### src/rtl/uart_ctrl_if.sv
// rtl/uart_ctrl_if.sv - simple MMIO read/write port used by uart_ctrl
interface uart_ctrl_if;
   logic [31:0] raddr;
   logic [31:0] rdata;
   logic        rvalid;
   logic [31:0] waddr;
   logic [31:0] wdata;
   logic        wvalid;

   modport master (output raddr, rvalid, waddr, wdata, wvalid, input rdata);
   modport slave  (input raddr, rvalid, waddr, wdata, wvalid, output rdata);
endinterface

### src/rtl/uart_ctrl.sv
// rtl/uart_ctrl.sv - memory-mapped UART with rx/tx FIFOs, sticky status flags and level irq
module uart_fifo #(
   parameter int AW = 6
) (
   input  logic        clk_i,
   input  logic        rst_ni,
   input  logic        push_i,
   input  logic [7:0]  data_i,
   input  logic        pop_i,
   output logic [7:0]  head_o,
   output logic [AW:0] level_o,
   output logic        empty_o,
   output logic        full_o
);
   localparam logic [AW:0] DEPTH = {1'b1, {AW{1'b0}}};

   logic [7:0]    mem_q [2**AW];
   logic [AW-1:0] wptr_q, rptr_q;
   logic [AW:0]   cnt_q;
   logic          do_push, do_pop;

   assign empty_o = (cnt_q == '0);
   assign full_o  = (cnt_q == DEPTH);
   assign do_pop  = pop_i & ~empty_o;
   // a pop on a full FIFO frees the slot the same-cycle push lands in
   assign do_push = push_i & (~full_o | do_pop);
   assign head_o  = mem_q[rptr_q];
   assign level_o = cnt_q;

   always_ff @(posedge clk_i or negedge rst_ni) begin
      if (!rst_ni) begin
         wptr_q <= '0;
         rptr_q <= '0;
         cnt_q  <= '0;
      end else begin
         if (do_push) wptr_q <= wptr_q + 1'b1;
         if (do_pop)  rptr_q <= rptr_q + 1'b1;
         cnt_q <= cnt_q + {{AW{1'b0}}, do_push} - {{AW{1'b0}}, do_pop};
      end
   end

   always_ff @(posedge clk_i) begin
      if (do_push) mem_q[wptr_q] <= data_i;
   end
endmodule

module uart_ctrl #(
   parameter logic [31:0] BASE_ADDR   = 32'ha00003f8,
   parameter int          FIFO_AW     = 6,
   parameter logic [15:0] DEFAULT_DIV = 16'd15
) (
   input  logic       clock_i,
   input  logic       reset_ni,
   uart_ctrl_if.slave bus,
   input  logic       rx_i,
   output logic       tx_o,
   output logic       irq_o
);
   typedef enum logic [2:0] {TX_IDLE, TX_START, TX_DATA, TX_PARITY, TX_STOP} tx_state_e;
   typedef enum logic [2:0] {RX_IDLE, RX_START, RX_DATA, RX_PARITY, RX_STOP, RX_WAIT} rx_state_e;

   logic [31:0] roff, woff, status;
   logic        r_in, w_in, rd_data, wr_data, wr_stat, wr_div, wr_ctrl;
   logic [15:0] div_q, div_d;
   logic [7:0]  ctrl_q, ctrl_d;
   logic [3:0]  flags_q, flags_d;
   logic        irq_q, irq_d;
   logic        set_over, set_frame, set_par, set_drop;
   logic        unused_ok;

   logic [7:0]       rx_head, tx_head;
   logic [FIFO_AW:0] rx_level, tx_level;
   logic             rx_empty, rx_full, tx_empty, tx_full, rx_push, tx_pop;

   tx_state_e   tx_state_q, tx_state_d;
   logic [15:0] tx_cnt_q, tx_cnt_d, tx_div_q, tx_div_d;
   logic [7:0]  tx_sh_q, tx_sh_d;
   logic [2:0]  tx_bit_q, tx_bit_d;
   logic        tx_par_q, tx_par_d, tx_pen_q, tx_pen_d, tx_two_q, tx_two_d, tx_tick;

   rx_state_e   rx_state_q, rx_state_d;
   logic [15:0] rx_cnt_q, rx_cnt_d, rx_div_q, rx_div_d;
   logic [7:0]  rx_sh_q, rx_sh_d;
   logic [2:0]  rx_bit_q, rx_bit_d;
   logic        rx_pen_q, rx_pen_d, rx_odd_q, rx_odd_d, rx_perr_q, rx_perr_d;
   logic        rx_s1_q, rx_s2_q, rx_prev_q, rx_fall, rx_tick, rx_half;

   // subtracting the base keeps the window correct for non-16-aligned BASE_ADDR
   assign roff    = bus.raddr - BASE_ADDR;
   assign woff    = bus.waddr - BASE_ADDR;
   assign r_in    = (roff < 32'd16);
   assign w_in    = (woff < 32'd16);
   assign rd_data = bus.rvalid & r_in & (roff[3:0] == 4'h0);
   assign wr_data = bus.wvalid & w_in & (woff[3:0] == 4'h0);
   assign wr_stat = bus.wvalid & w_in & (woff[3:0] == 4'h4);
   assign wr_div  = bus.wvalid & w_in & (woff[3:0] == 4'h8);
   assign wr_ctrl = bus.wvalid & w_in & (woff[3:0] == 4'hC);
   assign unused_ok = ^bus.wdata[31:16];

   uart_fifo #(.AW(FIFO_AW)) u_rx_fifo (
      .clk_i(clock_i), .rst_ni(reset_ni), .push_i(rx_push), .data_i(rx_sh_q),
      .pop_i(rd_data), .head_o(rx_head), .level_o(rx_level),
      .empty_o(rx_empty), .full_o(rx_full));

   uart_fifo #(.AW(FIFO_AW)) u_tx_fifo (
      .clk_i(clock_i), .rst_ni(reset_ni), .push_i(wr_data), .data_i(bus.wdata[7:0]),
      .pop_i(tx_pop), .head_o(tx_head), .level_o(tx_level),
      .empty_o(tx_empty), .full_o(tx_full));

   always_comb begin
      status = '0;
      status[4:0] = {tx_state_q != TX_IDLE, tx_full, tx_empty, rx_full, rx_empty};
      status[8:5] = flags_q;
      status[16 +: FIFO_AW+1] = rx_level;
      status[24 +: FIFO_AW+1] = tx_level;
   end

   always_comb begin
      bus.rdata = '0;
      if (r_in) begin
         case (roff[3:0])
            4'h0:    bus.rdata = rx_empty ? 32'hff : {24'b0, rx_head};
            4'h4:    bus.rdata = status;
            4'h8:    bus.rdata = {16'b0, div_q};
            4'hC:    bus.rdata = {24'b0, ctrl_q};
            default: bus.rdata = '0;
         endcase
      end
   end

   assign set_over = rx_push & rx_full & ~rd_data;
   assign set_drop = wr_data & tx_full & ~tx_pop;

   always_comb begin
      div_d  = div_q;
      ctrl_d = ctrl_q;
      if (wr_div)  div_d  = (bus.wdata[15:0] < 16'd3) ? 16'd3 : bus.wdata[15:0];
      if (wr_ctrl) ctrl_d = bus.wdata[7:0];
      flags_d = flags_q & ~(wr_stat ? bus.wdata[8:5] : 4'b0);
      flags_d = flags_d | {set_drop, set_par, set_frame, set_over};
      irq_d   = (ctrl_q[5] & ~rx_empty) | (ctrl_q[6] & tx_empty) | (ctrl_q[7] & |flags_q);
   end

   always_ff @(posedge clock_i or negedge reset_ni) begin
      if (!reset_ni) begin
         div_q   <= DEFAULT_DIV;
         ctrl_q  <= 8'h03;
         flags_q <= '0;
         irq_q   <= 1'b0;
      end else begin
         div_q   <= div_d;
         ctrl_q  <= ctrl_d;
         flags_q <= flags_d;
         irq_q   <= irq_d;
      end
   end
   assign irq_o = irq_q;

   assign tx_tick = (tx_cnt_q == tx_div_q);

   always_comb begin
      tx_state_d = tx_state_q;
      tx_cnt_d   = tx_tick ? '0 : tx_cnt_q + 16'd1;
      tx_div_d   = tx_div_q;
      tx_sh_d    = tx_sh_q;
      tx_bit_d   = tx_bit_q;
      tx_par_d   = tx_par_q;
      tx_pen_d   = tx_pen_q;
      tx_two_d   = tx_two_q;
      tx_pop     = 1'b0;
      case (tx_state_q)
         TX_IDLE: begin
            tx_cnt_d = '0;
            if (ctrl_q[1] && !tx_empty) begin
               tx_pop     = 1'b1;
               tx_sh_d    = tx_head;
               tx_div_d   = div_q;
               tx_pen_d   = ctrl_q[2];
               tx_par_d   = ^tx_head ^ ctrl_q[3];
               tx_two_d   = ctrl_q[4];
               tx_bit_d   = '0;
               tx_state_d = TX_START;
            end
         end
         TX_START: if (tx_tick) tx_state_d = TX_DATA;
         TX_DATA: if (tx_tick) begin
            tx_sh_d  = {1'b0, tx_sh_q[7:1]};
            tx_bit_d = tx_bit_q + 3'd1;
            if (tx_bit_q == 3'd7) tx_state_d = tx_pen_q ? TX_PARITY : TX_STOP;
         end
         TX_PARITY: if (tx_tick) tx_state_d = TX_STOP;
         TX_STOP: if (tx_tick) begin
            // two_stop doubles as the "one more stop bit pending" marker
            if (tx_two_q) tx_two_d = 1'b0;
            else          tx_state_d = TX_IDLE;
         end
         default: tx_state_d = TX_IDLE;
      endcase
   end

   always_comb begin
      case (tx_state_q)
         TX_START:  tx_o = 1'b0;
         TX_DATA:   tx_o = tx_sh_q[0];
         TX_PARITY: tx_o = tx_par_q;
         default:   tx_o = 1'b1;
      endcase
   end

   always_ff @(posedge clock_i or negedge reset_ni) begin
      if (!reset_ni) begin
         tx_state_q <= TX_IDLE;
         tx_cnt_q   <= '0;
         tx_div_q   <= DEFAULT_DIV;
         tx_sh_q    <= '0;
         tx_bit_q   <= '0;
         tx_par_q   <= 1'b0;
         tx_pen_q   <= 1'b0;
         tx_two_q   <= 1'b0;
      end else begin
         tx_state_q <= tx_state_d;
         tx_cnt_q   <= tx_cnt_d;
         tx_div_q   <= tx_div_d;
         tx_sh_q    <= tx_sh_d;
         tx_bit_q   <= tx_bit_d;
         tx_par_q   <= tx_par_d;
         tx_pen_q   <= tx_pen_d;
         tx_two_q   <= tx_two_d;
      end
   end

   assign rx_fall = rx_prev_q & ~rx_s2_q;
   assign rx_tick = (rx_cnt_q == rx_div_q);
   assign rx_half = (rx_cnt_q == {1'b0, rx_div_q[15:1]});

   always_comb begin
      rx_state_d = rx_state_q;
      rx_cnt_d   = rx_cnt_q + 16'd1;
      rx_div_d   = rx_div_q;
      rx_sh_d    = rx_sh_q;
      rx_bit_d   = rx_bit_q;
      rx_pen_d   = rx_pen_q;
      rx_odd_d   = rx_odd_q;
      rx_perr_d  = rx_perr_q;
      rx_push    = 1'b0;
      set_frame  = 1'b0;
      set_par    = 1'b0;
      case (rx_state_q)
         RX_IDLE: begin
            rx_cnt_d = '0;
            if (ctrl_q[0] && rx_fall) begin
               rx_div_d   = div_q;
               rx_pen_d   = ctrl_q[2];
               rx_odd_d   = ctrl_q[3];
               rx_perr_d  = 1'b0;
               rx_bit_d   = '0;
               rx_state_d = RX_START;
            end
         end
         RX_START: if (rx_half) begin
            rx_cnt_d   = '0;
            rx_state_d = rx_s2_q ? RX_IDLE : RX_DATA;
         end
         RX_DATA: if (rx_tick) begin
            rx_cnt_d = '0;
            rx_sh_d  = {rx_s2_q, rx_sh_q[7:1]};
            rx_bit_d = rx_bit_q + 3'd1;
            if (rx_bit_q == 3'd7) rx_state_d = rx_pen_q ? RX_PARITY : RX_STOP;
         end
         RX_PARITY: if (rx_tick) begin
            rx_cnt_d   = '0;
            rx_perr_d  = rx_s2_q ^ (^rx_sh_q) ^ rx_odd_q;
            rx_state_d = RX_STOP;
         end
         RX_STOP: if (rx_tick) begin
            rx_cnt_d = '0;
            if (!rx_s2_q) begin
               set_frame  = 1'b1;
               rx_state_d = RX_WAIT;
            end else begin
               set_par    = rx_perr_q;
               rx_push    = ~rx_perr_q;
               rx_state_d = RX_IDLE;
            end
         end
         RX_WAIT: begin
            rx_cnt_d = '0;
            if (rx_s2_q) rx_state_d = RX_IDLE;
         end
         default: rx_state_d = RX_IDLE;
      endcase
   end

   always_ff @(posedge clock_i or negedge reset_ni) begin
      if (!reset_ni) begin
         rx_s1_q    <= 1'b1;
         rx_s2_q    <= 1'b1;
         rx_prev_q  <= 1'b1;
         rx_state_q <= RX_IDLE;
         rx_cnt_q   <= '0;
         rx_div_q   <= DEFAULT_DIV;
         rx_sh_q    <= '0;
         rx_bit_q   <= '0;
         rx_pen_q   <= 1'b0;
         rx_odd_q   <= 1'b0;
         rx_perr_q  <= 1'b0;
      end else begin
         rx_s1_q    <= rx_i;
         rx_s2_q    <= rx_s1_q;
         rx_prev_q  <= rx_s2_q;
         rx_state_q <= rx_state_d;
         rx_cnt_q   <= rx_cnt_d;
         rx_div_q   <= rx_div_d;
         rx_sh_q    <= rx_sh_d;
         rx_bit_q   <= rx_bit_d;
         rx_pen_q   <= rx_pen_d;
         rx_odd_q   <= rx_odd_d;
         rx_perr_q  <= rx_perr_d;
      end
   end
endmodule
### src/flat_wrapper.sv
// flat-port wrapper written by rule: the top's interface ports become plain ports
module uart_ctrl_flat 
#(
   parameter logic [31:0] BASE_ADDR   = 32'ha00003f8,
   parameter int          FIFO_AW     = 6,
   parameter logic [15:0] DEFAULT_DIV = 16'd15
)
  (clock_i, reset_ni, rx_i, tx_o, irq_o, bus_raddr, bus_rvalid, bus_waddr, bus_wdata, bus_wvalid, bus_rdata);
  uart_ctrl_if bus_i ();
  input  logic clock_i;
  input  logic reset_ni;
  input  logic rx_i;
  output logic tx_o;
  output logic irq_o;
  input wire logic [$bits(bus_i.raddr)-1:0] bus_raddr;
  input wire logic [$bits(bus_i.rvalid)-1:0] bus_rvalid;
  input wire logic [$bits(bus_i.waddr)-1:0] bus_waddr;
  input wire logic [$bits(bus_i.wdata)-1:0] bus_wdata;
  input wire logic [$bits(bus_i.wvalid)-1:0] bus_wvalid;
  output wire logic [$bits(bus_i.rdata)-1:0] bus_rdata;
  assign bus_i.raddr = bus_raddr;
  assign bus_i.rvalid = bus_rvalid;
  assign bus_i.waddr = bus_waddr;
  assign bus_i.wdata = bus_wdata;
  assign bus_i.wvalid = bus_wvalid;
  assign bus_rdata = bus_i.rdata;
  uart_ctrl #(.BASE_ADDR(BASE_ADDR), .FIFO_AW(FIFO_AW), .DEFAULT_DIV(DEFAULT_DIV)) u_core (.clock_i(clock_i), .reset_ni(reset_ni), .bus(bus_i), .rx_i(rx_i), .tx_o(tx_o), .irq_o(irq_o));
endmodule
### config.mk
export PLATFORM = sky130hd
export DESIGN_NAME = uart_ctrl_flat
export DESIGN_NICKNAME = d
export VERILOG_FILES = /design/src/rtl/uart_ctrl_if.sv /design/src/rtl/uart_ctrl.sv /design/src/flat_wrapper.sv
export SDC_FILE = /design/constraint.sdc
export NUM_CORES = 1
export LEC_CHECK = 0
export CAP_MARGIN = 20
export CORE_MARGIN = 1.5
export CORE_UTILIZATION = 49
export DETAILED_ROUTE_END_ITERATION = 7
export PLACE_DENSITY = 0.66
export SKIP_CTS_REPAIR_TIMING = 1
export SLEW_MARGIN = 20
export SYNTH_ARGS = -nofsm -noshare
export SYNTH_HDL_FRONTEND = slang
export SYNTH_SLANG_ARGS = --single-unit
export TNS_END_PERCENT = 5
### constraint.sdc
create_clock -name clock_i -period 4.25 [get_ports clock_i]
set_input_delay 0.6375 -clock clock_i [delete_from_list [all_inputs] [get_ports clock_i]]
set_output_delay 0.6375 -clock clock_i [all_outputs]
set_load 0.02 [all_outputs]
==> summary.md <==
| Metric | Value |
|---|---|
| Status | complete, but fails checks |
| Failing checks | negative setup slack |
| Die height | 321.4 um |
| Clock Power Share | 43.6% |
| Crit path to | bus_rdata[4] |
| CP Launch Point | u_core.u_rx_fifo.rptr_q[0] |
| Final worst slack | -0.04876 ns |
| Post-route clock period utilization | 101.1% |
| Vias per cell | 5.918 |
| Routed Antenna Nets | 0 |
| Total GRT Usage | 22.95% |
| CTS tree | built |
| Core area | 0.1003 sq mm |
| Most Used Layer, Global Route | met2 |
| Worst setup SP type | register |
| Hold Path Class | input pin to register |
| Arr. time, crit path | 3.66 ns |
| Pins Over Slew Limit | 0 |
| DRT iter0 DRCs | 2547 |
| IO Port Bufs | 116 |
| Row cnt | 116 |
| GR Util met3 | 3.104% |
| # clock sinks | 1192 |
| H-tree depth | 3 |
| Max VDD drop | 445.5 uV |
| RR Endpoint | u_core.tx_par_q |
| Largest net degree at the start of global routing | 75 |
| Via count | 27880 |
| FF-to-FF Start | u_core.u_tx_fifo.rptr_q[0] |
| Crit Path Class | register to primary output |
| Root buffer cell | clkbuf_16 |
| Layout Skew | 0.05369 ns |
| Peak Freq | 232.6 MHz |
| Mapped cell area | 0.04966 sq mm |
| FF-to-FF setup slack | 0.51 ns |
| Post-Layout Inst Area | 0.05873 sq mm |
| First-pass GRT wire length | 178.2 mm |
| Ys flop type | edfxtp_1 |
| Final Util | 58.56% |
| Inst Count DP | 4469 |
| Fraction of registers with async set/reset | 14.09% |
| Leakage | 18.41 nW |
| Clock Latency Late Sink | 0.73 ns |
| DR WL/cell | 25.23 um |
| Area grow syn2layout | 18.25% |
| Cell internal pwr | 0.01851 W |
| Path depth of the worst reg2reg path | 11 |
| Tmin final | 4.299 ns |
| Register area share after synthesis | 70.42% |
| Max-cap viol count | 0 |
| Worst Path Required | 3.61 ns |
| Relative slew slack | 26.96% |
| Hold WS | 0.3297 ns |
| Number of library cell types mapped by synthesis | 76 |
| ANT cells | 0 |
| Vias in the first global route | 28430 |
| Initial Util | 49.52% |
| CTS clk-pin slew, worst paths | 0.06 ns |
| Number of flops mapped to enable cells by yosys | 1024 |
| HPWL after DPL | 75.87 mm |
| Synthesis-stage register bit count | 1192 |
| Slew @ Worst Pin | 1.096 ns |
| CP max FO | 10 |
| CTS Buf Count | 116 |
| Post-Layout Cell Count | 4711 |
| DP Area | 0.05444 sq mm |
| DRC | 0 |
| Global routing met1 resource utilization | 31.16% |
| Die area | 0.1033 sq mm |
| Sw Pwr | 0.004593 W |
| Routed WL | 118.9 mm |
| Die Wd | 321.4 um |
| Met2 Usage GRT | 38.66% |
| Nets | 3386 |
| Logic pwr share | 1.6% |
| Top Ports | 135 |
| Sw Ratio | 19.88% |
| Synth Area per Inst | 17.35 sq um |
| Clock Path Buffers | 3 |
| Sequential power share | 54.8% |
| Crit. End Element | primary output |
| Unrepaired setup endpoints after global routing | true |
| Yosys Warn Count | 0 |
| Fill cells | 7402 |
| Final Hold Vio Count | 0 |
| PD cells | 393.4 mW/mm^2 |
| Antenna violations before repair | 0 |
| Final setup fails | 2 |
| 1st-pass router iterations | 7 |
| Layout cells sized above 1 | 27.64% |
| RePlAce Congestion | 0.8827 |
| Cell count after synthesis | 2862 |
| Total gr overflow | 0 |
critical path, cell delays in order, from the launching register on:
cell	delay [ns]
dfrtp_4	0.44
buf_12	0.18
clkbuf_16	0.20
buf_4	0.12
mux4_2	0.52
mux4_2	0.54
mux4_2	0.54
o21ai_1	0.14
a21oi_1	0.08
buf_4	0.17
final cells by class:
cell class | instances | area [sq um] | share of cell area (%)
inverter | 42 | 157.7 | 0.2685
sequential | 1192 | 35000 | 59.60
multi-input combinational | 1447 | 13990 | 23.83
timing repair buffer | 456 | 4109 | 6.997
clock inverter | 69 | 651.9 | 1.110
clock buffer | 148 | 3115 | 5.305
tap | 1357 | 1698 | 2.891
worst min path at each step:
stage / start / end / slack [ns] / cells after the start
after global placement: u_core.rx_s1_q / u_core.rx_s2_q / 0.35 / 0
after detailed placement: u_core.rx_s1_q / u_core.rx_s2_q / 0.35 / 0
after CTS: reset_ni / u_core.rx_div_q[8] / -0.08 / 1
final: rx_i / u_core.rx_s1_q / 0.33 / 1
after floorplan: reset_ni / u_core.ctrl_q[2] / 0.34 / 0
after global routing: rx_i / u_core.rx_s1_q / 0.31 / 1
flip-flops by register name, summed over array words and instances, names as in the netlist, 7 cells and up:
register	flops
u_core.u_tx_fifo.level_o	7
u_core.u_tx_fifo.mem_q	512
u_core.u_rx_fifo.level_o	7
u_core.tx_div_q	16
u_core.tx_cnt_q	16
u_core.ctrl_q	8
u_core.tx_sh_q	8
u_core.rx_div_q	16
u_core.u_rx_fifo.mem_q	512
u_core.div_q	16
u_core.rx_sh_q	8
u_core.rx_cnt_q	16
power groups by stage:
stage	clock [W]	sequential (W)	combinational (W)
2_1_floorplan	0	0.0129	0.0000795
3_3_place_gp	0	0.0129	0.000349
3_5_place_dp	0	0.0129	0.000361
4_1_cts	0.0102	0.0126	0.000362
5_1_grt	0.0107	0.0126	0.000404
6_report	0.0101	0.0127	0.000373
cells by family (layout without fill, tap and decap cells):
| family | Yosys count | count (layout) | synth area share, % |
|---|---|---|---|
| AO/OA/AOI/OAI | 264 | 264 | 3.557 |
| XOR/XNOR | 122 | 122 | 2.222 |
| adder cells (fa/ha/maj) | 30 | 30 | 0.7861 |
| buffers and inverters | 224 | 715 | 1.824 |
| flip-flops | 1192 | 1192 | 70.42 |
| multiplexers | 416 | 416 | 14.81 |
| other | 1 | 2 | 0.007551 |
| AND/OR/NAND/NOR | 613 | 613 | 6.364 |
layer usage:
layer	part of all wire (%)	up-vias
met1	41	14420
met3	5.7	212
li1	-	12250
met2	50	998
met5	0	-
met4	3.2	0
through the flow:
| step | worst slack [ns] | setup TNS (ns) | total power (W) |
|---|---|---|---|
| 2_1_floorplan | 0.01092 | 0 | 0.01296 |
| 3_3_place_gp | -0.7850 | -270.71 | 0.01324 |
| 3_5_place_dp | -0.7135 | -307.47 | 0.01325 |
| 4_1_cts | -0.6075 | -14.67 | 0.02324 |
| 5_1_grt | -0.1273 | -0.7080 | 0.02372 |
| 6_report | -0.04876 | -0.09017 | 0.02310 |
cell usage after synthesis (4+ instances only):
library cell | number | area (sq um)
nor3_1 | 106 | 530.5
mux4_2 | 249 | 5608
o31ai_1 | 5 | 37.54
a31oi_1 | 4 | 25.02
and3_1 | 10 | 62.56
nand2b_1 | 17 | 106.4
nand2_1 | 123 | 461.7
o21bai_1 | 4 | 30.03
a211o_1 | 5 | 43.79
o21ai_0 | 43 | 215.2
nand3b_1 | 6 | 45.04
nor2_1 | 112 | 420.4
or3_1 | 17 | 106.4
o311ai_0 | 4 | 35.03
nor2b_1 | 9 | 56.30
xor2_1 | 52 | 455.4
buf_2 | 31 | 155.2
buf_1 | 41 | 153.9
a211oi_1 | 18 | 135.1
clkbuf_1 | 105 | 394.1
a21oi_1 | 62 | 310.3
dfrtp_1 | 151 | 3779
and2_1 | 19 | 118.9
edfxtp_1 | 1024 | 30750
mux2_2 | 58 | 653.1
xnor2_1 | 67 | 586.8
nand4_1 | 22 | 137.6
o221ai_1 | 39 | 341.6
o211ai_1 | 4 | 30.03
o22ai_1 | 40 | 250.2
dfstp_2 | 17 | 446.7
or2_2 | 9 | 56.30
mux2_1 | 4 | 45.04
nand3_1 | 51 | 255.2
or3b_2 | 4 | 35.03
nor4b_1 | 6 | 52.55
inv_1 | 41 | 153.9
a22o_1 | 5 | 43.79
ha_1 | 28 | 350.3
nor4_1 | 83 | 519.3
mux2i_1 | 105 | 1051
cell usage in the layout (no fill, tap or decap), types with 10 or more instances in the layout:
master | Yosys | layout
clkbuf_16 | 0 | 122
buf_4 | 3 | 314
and3_1 | 10 | 10
nor4_1 | 83 | 79
nand2_1 | 123 | 122
clkinv_1 | 0 | 26
clkdlybuf4s50_1 | 0 | 72
clkbuf_1 | 105 | 25
edfxtp_1 | 1024 | 1024
buf_12 | 0 | 22
a211oi_1 | 18 | 18
nor3_1 | 106 | 103
buf_6 | 2 | 10
mux2i_1 | 105 | 105
nand2b_1 | 17 | 16
o21ai_0 | 43 | 33
mux2_2 | 58 | 58
ha_1 | 28 | 26
xor2_1 | 52 | 52
o22ai_1 | 40 | 40
dlymetal6s2s_1 | 0 | 15
mux4_2 | 249 | 249
nand3_1 | 51 | 49
nand4_1 | 22 | 22
dfrtp_1 | 151 | 138
nor2_1 | 112 | 109
clkinv_2 | 0 | 18
or3_1 | 17 | 17
dfstp_2 | 17 | 17
inv_1 | 41 | 41
xnor2_1 | 67 | 67
o221ai_1 | 39 | 39
a21oi_1 | 62 | 60
and2_1 | 19 | 19
Power figures use the tool's default switching activity.
